--- src/rtl/uart_pkg.sv ---
// uart_pkg: constants and RX state encoding shared by uart_tx and uart_rx.
// Parity selection values match the transmitter's parity_type input.
package uart_pkg;

    localparam logic [1:0] PARITY_NONE = 2'd0;
    localparam logic [1:0] PARITY_ODD  = 2'd1;
    localparam logic [1:0] PARITY_EVEN = 2'd2;

    typedef enum logic [2:0] {
        IDLE,
        START,
        DATA,
        PARITY,
        STOP,
        BREAK_WAIT
    } rx_state_t;

    // Encoding 3 is reserved and behaves like PARITY_NONE.
    function automatic logic parity_enabled(input logic [1:0] pt);
        return (pt == PARITY_ODD) || (pt == PARITY_EVEN);
    endfunction

endpackage

--- src/rtl/uart_rx_sync.sv ---
// uart_rx_sync: two-flop synchronizer for the asynchronous RX pin.
// Both flops reset to RESET_VALUE so an idle line never looks like a start bit.
module uart_rx_sync #(
    parameter logic RESET_VALUE = 1'b1
) (
    input  logic clk,
    input  logic rst,
    input  logic d,
    output logic q
);

    logic meta;

    always_ff @(posedge clk) begin
        if (rst) begin
            meta <= RESET_VALUE;
            q    <= RESET_VALUE;
        end else begin
            meta <= d;
            q    <= meta;
        end
    end

endmodule

--- src/rtl/uart_rx.sv ---
// uart_rx: 8N1/8O1/8E1 receiver, LSB first, mid-bit sampling.
// Reports every completed frame with parity and framing status.
module uart_rx
    import uart_pkg::*;
#(
    parameter int CLOCKS_PER_BIT  = 434,
    parameter int DATA_BITS       = 8,
    parameter int CLOCK_CTR_WIDTH = 32
) (
    input  logic                 clk,
    input  logic                 rst,
    input  logic                 serial_data_in,
    input  logic [1:0]           parity_type,
    output logic [DATA_BITS-1:0] out_data,
    output logic                 data_valid,
    output logic                 parity_error,
    output logic                 frame_error,
    output logic                 busy
);

    localparam int CW    = CLOCK_CTR_WIDTH;
    localparam int IDX_W = $clog2(DATA_BITS) + 1;

    localparam logic [CW-1:0]    CNT_ONE  = CW'(1);
    localparam logic [CW-1:0]    C_LAST   = CW'(CLOCKS_PER_BIT - 1);
    localparam logic [CW-1:0]    H_LAST   = CW'(CLOCKS_PER_BIT / 2 - 1);
    localparam logic [IDX_W-1:0] IDX_ONE  = IDX_W'(1);
    localparam logic [IDX_W-1:0] IDX_LAST = IDX_W'(DATA_BITS - 1);

    logic rx_s;

    rx_state_t            state, state_d;
    logic [CW-1:0]        cnt, cnt_d;
    logic [IDX_W-1:0]     idx, idx_d;
    logic [DATA_BITS-1:0] shreg, shreg_d;
    logic                 acc, acc_d;
    logic [1:0]           ptype, ptype_d;
    logic                 perr, perr_d;

    logic [DATA_BITS-1:0] out_data_d;
    logic                 data_valid_d;
    logic                 parity_error_d;
    logic                 frame_error_d;
    logic                 busy_d;

    uart_rx_sync #(
        .RESET_VALUE(1'b1)
    ) u_sync (
        .clk (clk),
        .rst (rst),
        .d   (serial_data_in),
        .q   (rx_s)
    );

    always_ff @(posedge clk) begin
        if (rst) begin
            state        <= IDLE;
            cnt          <= '0;
            idx          <= '0;
            shreg        <= '0;
            acc          <= 1'b0;
            ptype        <= PARITY_NONE;
            perr         <= 1'b0;
            out_data     <= '0;
            data_valid   <= 1'b0;
            parity_error <= 1'b0;
            frame_error  <= 1'b0;
            busy         <= 1'b0;
        end else begin
            state        <= state_d;
            cnt          <= cnt_d;
            idx          <= idx_d;
            shreg        <= shreg_d;
            acc          <= acc_d;
            ptype        <= ptype_d;
            perr         <= perr_d;
            out_data     <= out_data_d;
            data_valid   <= data_valid_d;
            parity_error <= parity_error_d;
            frame_error  <= frame_error_d;
            busy         <= busy_d;
        end
    end

    always_comb begin
        state_d        = state;
        cnt_d          = cnt + CNT_ONE;
        idx_d          = idx;
        shreg_d        = shreg;
        acc_d          = acc;
        ptype_d        = ptype;
        perr_d         = perr;
        out_data_d     = out_data;
        data_valid_d   = 1'b0;
        parity_error_d = parity_error;
        frame_error_d  = frame_error;

        unique case (state)
            IDLE: begin
                cnt_d = '0;
                idx_d = '0;
                if (!rx_s) begin
                    state_d = START;
                    ptype_d = parity_type;
                    acc_d   = 1'b0;
                    perr_d  = 1'b0;
                end
            end
            START: begin
                if (cnt == H_LAST) begin
                    cnt_d   = '0;
                    state_d = rx_s ? IDLE : DATA;
                end
            end
            DATA: begin
                if (cnt == C_LAST) begin
                    cnt_d   = '0;
                    shreg_d = DATA_BITS'({rx_s, shreg} >> 1);
                    acc_d   = acc ^ rx_s;
                    if (idx == IDX_LAST) begin
                        idx_d   = '0;
                        state_d = parity_enabled(ptype) ? PARITY : STOP;
                    end else begin
                        idx_d = idx + IDX_ONE;
                    end
                end
            end
            PARITY: begin
                if (cnt == C_LAST) begin
                    cnt_d   = '0;
                    // acc ^ bit is the parity of the ones count
                    perr_d  = (acc ^ rx_s) != (ptype == PARITY_ODD);
                    state_d = STOP;
                end
            end
            STOP: begin
                if (cnt == C_LAST) begin
                    cnt_d          = '0;
                    out_data_d     = shreg;
                    parity_error_d = perr;
                    frame_error_d  = !rx_s;
                    data_valid_d   = 1'b1;
                    state_d        = rx_s ? IDLE : BREAK_WAIT;
                end
            end
            BREAK_WAIT: begin
                // a held-low line must rise before another start is accepted
                cnt_d = '0;
                if (rx_s) begin
                    state_d = IDLE;
                end
            end
            default: begin
                cnt_d   = '0;
                state_d = IDLE;
            end
        endcase

        busy_d = (state_d != IDLE);
    end

endmodule
--- config.mk ---
export PLATFORM = sky130hd
export DESIGN_NAME = uart_rx
export DESIGN_NICKNAME = d
export VERILOG_FILES = /design/src/rtl/uart_pkg.sv /design/src/rtl/uart_rx_sync.sv /design/src/rtl/uart_rx.sv
export SDC_FILE = /design/constraint.sdc
export NUM_CORES = 1
export LEC_CHECK = 0
export ABC_AREA = 1
export BUFFER_PORTS_ARGS = -buffer_cell sky130_fd_sc_hd__buf_2
export CAP_MARGIN = 30
export CORE_AREA = 2 2 73 93
export CTS_BUF_LIST = sky130_fd_sc_hd__clkbuf_4 sky130_fd_sc_hd__clkbuf_8 sky130_fd_sc_hd__clkbuf_16
export DETAILED_ROUTE_END_ITERATION = 10
export DIE_AREA = 0 0 75 95
export PLACE_DENSITY = 0.7
export SETUP_SLACK_MARGIN = 0.3
export SLEW_MARGIN = 25
export SYNTH_ARGS = -nofsm -noshare
export SYNTH_HDL_FRONTEND = slang
export SYNTH_SLANG_ARGS = --single-unit
--- constraint.sdc ---
create_clock -name clk -period 2.3 [get_ports clk]
set_clock_uncertainty 0.05 [all_clocks]
set_input_delay 0.23 -clock clk [delete_from_list [all_inputs] [get_ports clk]]
set_output_delay 0.23 -clock clk [all_outputs]
set_load 0.05 [all_outputs]
==> out/summary.txt <==
commonest non-fill, non-tap cell in the layout: nor2_1
GRT overflow: 0
vias in the first global route: 2823
count of state elements after synthesis: 65
drt initial violations: 150
Tightest Pin Transition: 0.383 ns
largest stage delay on the critical path: 0.43 ns
first-pass GRT wire length: 12.4 mm
width of the die: 75 microns
synthesized net count: 481
GPL Wtd Cong: 0.930
RSZ-0062 raised after global routing: no
largest net degree at the start of global routing: 29
layout cells sized above 1: 13.9%
crit-path cells: inv_2 > nor3_4 > nand2_1 > nor3_1 > nand2_1 > nor3_1 > nor3_1
drc violations: 0
pwr dens: 638 mW/mm^2
fin crit period: 1.82 ns
Initial Util: 53.2%
dpl cells: 569
critical path class: reg2reg
via count: 2987
Root Driver: clkbuf_8
P&R area growth vs syn: 11.5%
Final Setup Violations: 0
post-CTS setup buffers: 0
row cnt: 33
yosys warns: 0
final hold slack: 0.0167 ns
startpoint class of the critical path: flop
Post-Route WL: 7.33 mm
Fin. Hold Viols: 0
Worst VDD drop: 0.554 mV
DR WL/cell: 12.5 microns
Pre-Repair DR Iteration Count: 4
ANT cells: 0
global-route usage over all layers: 22.7%
synthesized area: 0.00336 sq mm
CTS sink count: 65
max-slew violation count: 0
most frequent cells in the layout: 100 x nor2_1, 79 x nand2_1, 64 x dfxtp_1
clock slew at reported path FFs: 0.08 ns
CP endpoint kind: flop
Sum Neg Setup Slack: 0 ns
Worst path most repeated cell: nor3_1
Worst Hold Class: in2reg
Ports: 17
sequential cell area fraction in the yosys report: 38.7%
Final ANT Viol Nets: 0
Max Cap Viol: 0
Max FO, Critical Path: 6
number of port buffers: 16
Post-Syn Instances: 471
initial antenna violation count: 0
TritonCTS buffer count: 9
clock buffer depth: 2
H-tree depth: 3
count of different cell masters after synthesis: 41
Layout Nets: 503
status: finished, final reports clean
final cell count without fillers: 585
Final Power: 2390 uW
Detailed Place HPWL: 5.46 mm
die area: 0.00713 sq mm
Worst EP required: 2.49 ns
clock latency on the worst-skew pair: 0.35 ns
die height: 95 microns
Tcrit/Tclk final: 79.2%
CTS tree: built
Slowest-stage cell, CP: dfxtp_1
Pleak: 0.00143 uW
core area: 0.00632 sq mm
via-per-instance ratio: 5.11
max frequency: 549 MHz
CP Data Arrival Time: 2.01 ns
Slew HR: 74.3%
Syn Area/Cell: 7.13 sq um
what timing repair did:
item | 4_1_cts | 5_1_grt
endpoints found under the setup margin | 0 | 2
gates resized for setup | 0 | 1
hold buffers | 0 | 0
cells by family (layout without fill, tap and decap cells):
| group | after synthesis | count (layout) | synth area share, % |
|---|---|---|---|
| XOR/XNOR | 15 | 15 | 3.91 |
| adder cells (fa/ha/maj) | 5 | 5 | 1.86 |
| flip-flops | 65 | 65 | 38.7 |
| buffers and inverters | 67 | 94 | 8.68 |
| AND/OR/NAND/NOR | 261 | 261 | 36.3 |
| AO/OA/AOI/OAI | 58 | 58 | 10.5 |
registers in the layout, indices dropped and copies added, names as in the netlist:
name / flops
busy: 1
ptype: 2
data_valid: 1
frame_error: 1
u_sync.q: 1
cnt: 32
out_data: 8
parity_error: 1
perr: 1
idx: 4
acc: 1
shreg: 8
state: 3
u_sync.meta: 1
metrics by stage:
stage	utilization, %	setup slack [ns]	cell area, sq um
2_1_floorplan	-	0.703	3360
3_3_place_gp	55.4	0.530	3500
3_5_place_dp	55.4	0.450	3500
4_1_cts	59.3	0.433	3740
5_1_grt	59.3	0.306	3750
6_report	59.3	0.478	3750
cell usage after synthesis, drive strengths merged:
cell / n / area share (%)
nand2: 85 / 10
nand3: 20 / 3.0
o21bai: 1 / 0.22
xor2: 9 / 2.3
nor3: 27 / 5.4
a211oi: 7 / 1.7
or2: 3 / 0.56
clkbuf: 3 / 0.34
inv: 59 / 6.6
a31oi: 1 / 0.19
ha: 5 / 1.9
a21oi: 23 / 3.9
o211ai: 4 / 0.89
a21o: 1 / 0.22
nor3b: 6 / 1.5
a21boi: 2 / 0.45
nand3b: 1 / 0.22
dfxtp: 65 / 39
clkinv: 1 / 0.26
nor2: 106 / 13
xnor2: 6 / 1.6
and3: 1 / 0.19
buf: 4 / 1.5
nand4: 12 / 2.2
o21ai: 19 / 2.9
layer usage:
layer / track usage, % / vias up / wire length, microns
met5: 0 / - / 0
met4: 11.6 / 0 / 223
met3: 3.63 / 18 / 214
met2: 38.7 / 50 / 3710
met1: 26.8 / 1360 / 3170
li1: - / 1559 / -
worst max-delay path, delay by kind of cell, from the launching register on:
kind / cells / cell delay [ns]
buf+inv: 1 / 0.09
flops: 1 / 0.43
simple gates: 6 / 1.13
worst paths after layout:
path / from / end / slack [ns] / depth (start not counted)
setup reg to reg: cnt[2]$_SDFF_PP0_ / cnt[19]$_SDFF_PP0_ / 0.48 / 7
hold reg to reg: u_sync.meta$_SDFF_PP1_ / u_sync.q$_SDFF_PP1_ / 0.36 / 1
hold / removal: serial_data_in / u_sync.meta$_SDFF_PP1_ / 0.02 / 2
setup / recovery: cnt[2]$_SDFF_PP0_ / cnt[19]$_SDFF_PP0_ / 0.48 / 7
final cells by class:
cell class / count / area [sq um]
fillers: 599 / 2570
inverters: 60 / 230
clock inverters: 7 / 119
flip-flops and latches: 65 / 1300
repair buffers: 18 / 95.1
multi-input cells: 339 / 1770
clock buffers: 9 / 124
well taps: 87 / 109
power by group:
part / switching, uW / leakage, uW / internal [uW] / total (uW)
combinational: 41.5 / 0.000790 / 18.3 / 59.8
sequential: 5.20 / 0.000525 / 1130 / 1140
clock: 472 / 0.000115 / 719 / 1190
total: 519 / 0.00143 / 1870 / 2390
No activity file was read; power rests on OpenSTA's default activity.
